--- config.mk ---
export PLATFORM = sky130hd
export DESIGN_NAME = m_fmap_writer_1
export DESIGN_NICKNAME = d
export VERILOG_FILES = /design/src/rtl/m_fmap_writer_1_pkg.sv /design/src/rtl/m_fmap_writer_1_requant_relu.sv /design/src/rtl/m_fmap_writer_1.sv
export SDC_FILE = /design/constraint.sdc
export NUM_CORES = 1
export LEC_CHECK = 0
export BUFFER_PORTS_ARGS = -buffer_cell sky130_fd_sc_hd__clkbuf_2
export CORE_MARGIN = 3
export CORE_UTILIZATION = 43
export CTS_CLUSTER_SIZE = 10
export DETAILED_ROUTE_END_ITERATION = 6
export PLACE_DENSITY = 0.66
export SETUP_SLACK_MARGIN = 0.2
export SYNTH_ARGS = -nofsm -noshare
export SYNTH_HDL_FRONTEND = slang
export SYNTH_SLANG_ARGS = --single-unit
--- constraint.sdc ---
create_clock -name clk -period 2.3 [get_ports clk]
set_clock_uncertainty 0.15 [all_clocks]
set_input_delay 0.575 -clock clk [delete_from_list [all_inputs] [get_ports clk]]
set_output_delay 0.575 -clock clk [all_outputs]
set_load 0.005 [all_outputs]
--- src/rtl/m_fmap_writer_1_pkg.sv ---
// Shared definitions for the layer-1 feature-map writer and the pooling reader:
// frame geometry, bus widths and the writer state encoding.
package m_fmap_writer_1_pkg;

    localparam int unsigned FmapW      = 26;
    localparam int unsigned FmapH      = 26;
    localparam int unsigned FmapPixels = FmapW * FmapH;
    localparam int unsigned AddrW      = 10;
    localparam int unsigned DataW      = 8;
    localparam int unsigned InW        = 20;
    localparam int unsigned Shift      = 8;

    typedef enum logic [1:0] {
        StWaitSof = 2'd0,
        StFill    = 2'd1,
        StDone    = 2'd2
    } fmap_state_e;

endpackage

--- src/rtl/m_fmap_writer_1_requant_relu.sv ---
// Combinational requantizer: arithmetic shift (optionally rounded when FMAP_ROUND_EN is
// defined), ReLU and saturation of a signed IN_W accumulator down to DATA_W unsigned.
module m_requant_relu #(
    parameter int unsigned IN_W   = 20,
    parameter int unsigned SHIFT  = 8,
    parameter int unsigned DATA_W = 8
) (
    input  logic [IN_W-1:0]   data,
    output logic [DATA_W-1:0] q
);

    localparam logic signed [IN_W:0] MaxVal = (IN_W + 1)'((1 << DATA_W) - 1);
`ifdef FMAP_ROUND_EN
    localparam logic signed [IN_W:0] Bias = (IN_W + 1)'(1 << (SHIFT - 1));
`endif

    // One extra bit so the rounding bias can never wrap a large positive value.
    logic signed [IN_W:0] ext;
    logic signed [IN_W:0] y;

    always_comb begin
        ext = $signed({data[IN_W-1], data});
`ifdef FMAP_ROUND_EN
        ext = ext + Bias;
`endif
        y = ext >>> SHIFT;
        if (y[IN_W]) begin
            q = '0;
        end else if (y > MaxVal) begin
            q = '1;
        end else begin
            q = y[DATA_W-1:0];
        end
    end

endmodule

--- src/rtl/m_fmap_writer_1.sv ---
// Layer-1 feature-map writer: requantizes the conv stream and stores one raster frame,
// then holds it until the pooling stage releases it. Rounding via FMAP_ROUND_EN.
module m_fmap_writer_1
    import m_fmap_writer_1_pkg::*;
#(
    parameter int unsigned IN_W   = InW,
    parameter int unsigned SHIFT  = Shift,
    parameter int unsigned FMAP_W = FmapW,
    parameter int unsigned FMAP_H = FmapH,
    parameter int unsigned ADDR_W = AddrW,
    parameter int unsigned DATA_W = DataW
) (
    input  logic              clk,
    input  logic              rst,
    input  logic              conv_valid,
    input  logic              conv_sof,
    input  logic [IN_W-1:0]   conv_data,
    output logic              conv_ready,
    output logic              wr_en,
    output logic [ADDR_W-1:0] ram_write_addr,
    output logic [DATA_W-1:0] d_out,
    output logic              layer_1_write_complete,
    input  logic              layer_2_ready,
    output logic              sof_err
);

    localparam int unsigned       Pixels    = FMAP_W * FMAP_H;
    localparam logic [ADDR_W-1:0] LastPixel = ADDR_W'(Pixels - 1);

    fmap_state_e       state_q;
    logic [ADDR_W-1:0] count_q;
    logic              ready_q;
    logic              wr_en_q;
    logic [ADDR_W-1:0] addr_q;
    logic [DATA_W-1:0] data_q;
    logic              complete_q;
    logic              sof_err_q;

    logic [DATA_W-1:0] pixel;
    logic              xfer;

    m_requant_relu #(
        .IN_W   (IN_W),
        .SHIFT  (SHIFT),
        .DATA_W (DATA_W)
    ) u_requant (
        .data (conv_data),
        .q    (pixel)
    );

    assign xfer = conv_valid & ready_q;

    always_ff @(posedge clk or negedge rst) begin
        if (!rst) begin
            state_q    <= StWaitSof;
            count_q    <= '0;
            ready_q    <= 1'b0;
            wr_en_q    <= 1'b0;
            addr_q     <= '0;
            data_q     <= '0;
            complete_q <= 1'b0;
            sof_err_q  <= 1'b0;
        end else begin
            wr_en_q   <= 1'b0;
            sof_err_q <= 1'b0;
            unique case (state_q)
                StWaitSof: begin
                    ready_q <= 1'b1;
                    if (xfer) begin
                        if (conv_sof) begin
                            wr_en_q <= 1'b1;
                            addr_q  <= '0;
                            data_q  <= pixel;
                            count_q <= ADDR_W'(1);
                            state_q <= StFill;
                        end else begin
                            sof_err_q <= 1'b1;
                        end
                    end
                end
                StFill: begin
                    ready_q <= 1'b1;
                    if (xfer) begin
                        wr_en_q <= 1'b1;
                        data_q  <= pixel;
                        if (conv_sof) begin
                            // Resync: restart the frame with this pixel at address 0.
                            addr_q    <= '0;
                            count_q   <= ADDR_W'(1);
                            sof_err_q <= 1'b1;
                        end else begin
                            addr_q <= count_q;
                            if (count_q == LastPixel) begin
                                count_q <= '0;
                                ready_q <= 1'b0;
                                state_q <= StDone;
                            end else begin
                                count_q <= count_q + ADDR_W'(1);
                            end
                        end
                    end
                end
                StDone: begin
                    // Complete is raised one cycle after entry so the last write lands first.
                    if (complete_q && layer_2_ready) begin
                        complete_q <= 1'b0;
                        ready_q    <= 1'b1;
                        state_q    <= StWaitSof;
                    end else begin
                        complete_q <= 1'b1;
                        ready_q    <= 1'b0;
                    end
                end
                default: begin
                    state_q <= StWaitSof;
                    count_q <= '0;
                    ready_q <= 1'b0;
                end
            endcase
        end
    end

    assign conv_ready             = ready_q;
    assign wr_en                  = wr_en_q;
    assign ram_write_addr         = addr_q;
    assign d_out                  = data_q;
    assign layer_1_write_complete = complete_q;
    assign sof_err                = sof_err_q;

`ifndef SYNTHESIS
    a_addr_in_frame: assert property (@(posedge clk) disable iff (!rst)
        wr_en |-> (ram_write_addr <= LastPixel));
    a_no_write_when_complete: assert property (@(posedge clk) disable iff (!rst)
        layer_1_write_complete |-> !wr_en);
    a_no_accept_when_complete: assert property (@(posedge clk) disable iff (!rst)
        layer_1_write_complete |-> !conv_ready);
`endif

endmodule

==> impl_metrics.toml <==
[outcome]
status = "finished clean"

[logic_synthesis]
synth-seq-cells = 34
synth_cells = 176
syn_avg_cell_area_um2 = 9.34
synthesis.area_mm2 = 0.00164
synth.distinct_cells = 38
synth_ff_type = "dfrtp_1"
synthArstFlopShare_pct = 100
synth_top_cell_area_share_pct = 51.8
ys_top_cells_by_count = "nand2_1, dfrtp_1, o21ai_0, nor2_1, o31ai_1"
syn_nets = 202
yosysWarningCount = 0
synth_area_leader_cell = "dfrtp_1"
synth-seq-area-share_pct = 51.8
synth_most_common_cell = "nand2_1"
synth_edf_count = 0
synthTopCellsByArea = "dfrtp_1, nand2_1, o21ai_0"

[clock_network]
clk_path_buf_depth = 2
numClockSinks = 34
cts_setup_buffers = 0
ctsHoldBuffers = 0
cts_buffers = 5
cts_max_level = 2
clockRootBuffer = "clkbuf_8"
clkSlewWorstSetupHoldPaths_ps = 70
cts_resized = 0
clk_latency_ps = 280
tritoncts = "yes"

[worst_setup_path]
cp_data_required_time_ps = 2360
crit_end = "count_q[8]"
crit_type = "register to register"
worst-path-max-fanout = 7
endpoint_kind = "register"
cpPeakStageDelay_ps = 490
worstPathArrival_ps = 2080
startpoint_type = "register"
cp_cell_sequence = "ha_1, and2_1, nand2_1, or4_1, a21oi_1"
rr_endpoint = "count_q[8]"
reg2regPathDepth = 5
slowest_stage = "or4_1"
r2r_setup_slack_ps = 280
critPathLaunch = "count_q[1]"
r2r-start = "count_q[1]"

[layout]
num-fill-cells = 313
drive_gt1_share_pct = 27.7
layout.nets = 245
final_cells = 266
antenna_cells = 0
area_growth_pct = 21.8

[global_routing]
grt_max_degree = 35
grt_first_pass_wirelength_mm = 5.79
grt_overflow = 0
grt_pass1_vias = 1252
antenna_found_initial = 0
track_usage_pct = 16.9

[detailed_routing]
ant_nets = 0
drt-wirelength-per-cell_um = 13.2
initialDrtViolationCount = 94
wl_mm = 3.51
vias = 1422
firstDrtPassIters = 4
avgViaCountPerCell = 5.35
drc = 0

[die]
dieArea_mm2 = 0.00460
core-area_mm2 = 0.00349
dieWidth_um = 67.8
start_util_pct = 47.0
io_pins = 47
fp-row-count = 21
fp.dieH_um = 67.8

[run]
drv_cap = 0

[sta]
setup_viol = 0
grt_setup_unrepaired = "false"
slew_viol_final = 0
max_freq_mhz = 495
period_share_pct = 87.8
setup_tns_ps = 0
relSlewSlack_pct = 66.2
tightest_slew_ps = 506
fin_crit_ps = 2020
hold_viol = 0

[power_and_ir_drop]
sw_frac_of_total_pct = 25.6
p_leak_uw = 0.000926
clkPwrFrac_pct = 34.7
p_sw_uw = 326
power_density_mw_per_mm2 = 636
ir_drop_mv = 0.285
power_frac_comb_pct = 12.5
power.share.sequential_pct = 52.8
internal-power_uw = 948

[placed_design]
routabilityCongestion = 0.806
place_hpwl_mm = 2.57
io_buffers = 38
placedCellCount = 258

[worst_hold_path]
hp-class = "primary input to async pin"
-- stage by stage --
| step | power (uW) | worst slack, ps | cell area [um2] | utilization (%) | hold slack [ps] |
|---|---|---|---|---|---|
| 2_1_floorplan | 758 | 401 | 1640 | - | 129 |
| 3_3_place_gp | 837 | 285 | 1910 | 54.7 | 304 |
| 3_5_place_dp | 843 | 240 | 1910 | 54.7 | 318 |
| 4_1_cts | 1290 | 294 | 2000 | 57.3 | 172 |
| 5_1_grt | 1350 | 211 | 2000 | 57.3 | 199 |
| 6_report | 1270 | 281 | 2000 | 57.3 | 163 |
-- routing by layer --
layer	up-vias	wire length (um)	track usage [%]
li1	712	-	-
met1	667	1510	21.9
met2	39	1740	26.7
met3	4	229	5.25
met4	0	22	5.96
met5	-	0	0
-- cells by family (layout without fill, tap and decap cells) --
logic type               after synthesis  count (layout)  synth area share, %
buffers and inverters                 14              58                 4.11
AND/OR/NAND/NOR                       79              79                 23.4
XOR/XNOR                               1               1                0.533
AO/OA/AOI/OAI                         47              47                 19.5
flip-flops                            34              34                 51.8
adder cells (fa/ha/maj)                1               1                0.761
-- layout by cell type (no fill, tap or decap), drive strengths merged, types with 3 or more instances in the layout --
master,instances
a21oi,4
buf,7
clkbuf,45
dfrtp,34
inv,5
nand2,40
nand3,5
nand4,4
nor2,11
nor3,3
o21ai,19
o22ai,3
o31ai,11
-- worst max-delay path, delay by kind of cell (launching register included) --
| family | cells | cell delay, ps |
|---|---|---|
| AO/OA/AOI/OAI | 1 | 150 |
| AND/OR/NAND/NOR | 3 | 920 |
| adder cells (fa/ha/maj) | 1 | 270 |
| flip-flops | 1 | 480 |
-- final cells by class --
class	count	area [um2]	area share (%)
inverters	5	18.8	0.937
clock buffers	7	86.3	4.31
clock inverters	1	5.00	0.250
repair buffers	45	255	12.7
multi-input cells	128	729	36.4
flip-flops and latches	34	851	42.5
well taps	46	57.6	2.87
-- how the worst min path moves through the flow --
stage               slack (ps)                 to  cells past startpoint
floorplan                  130         conv_ready                      0
global placement           300  ram_write_addr[2]                      2
detailed placement         320  ram_write_addr[2]                      2
CTS                        170  ram_write_addr[1]                      2
global route               200         count_q[6]                      2
finish                     160  ram_write_addr[1]                      2
-- state kept, by name, summed over array words and instances (netlist names) --
name                    cells
wr_en                       1
layer_1_write_complete      1
state_q                     2
conv_ready                  1
sof_err                     1
count_q                    10
d_out                       8
ram_write_addr             10
-- power by group through the flow --
stage	Sequential [uW]	Clock [uW]	Combinational, uW
final	673	443	159
after global routing	678	490	181
after CTS	672	458	161
after detailed placement	683	0	160
after global placement	680	0	156
after floorplan	680	0	78.3
Power figures use the tool's default switching activity.
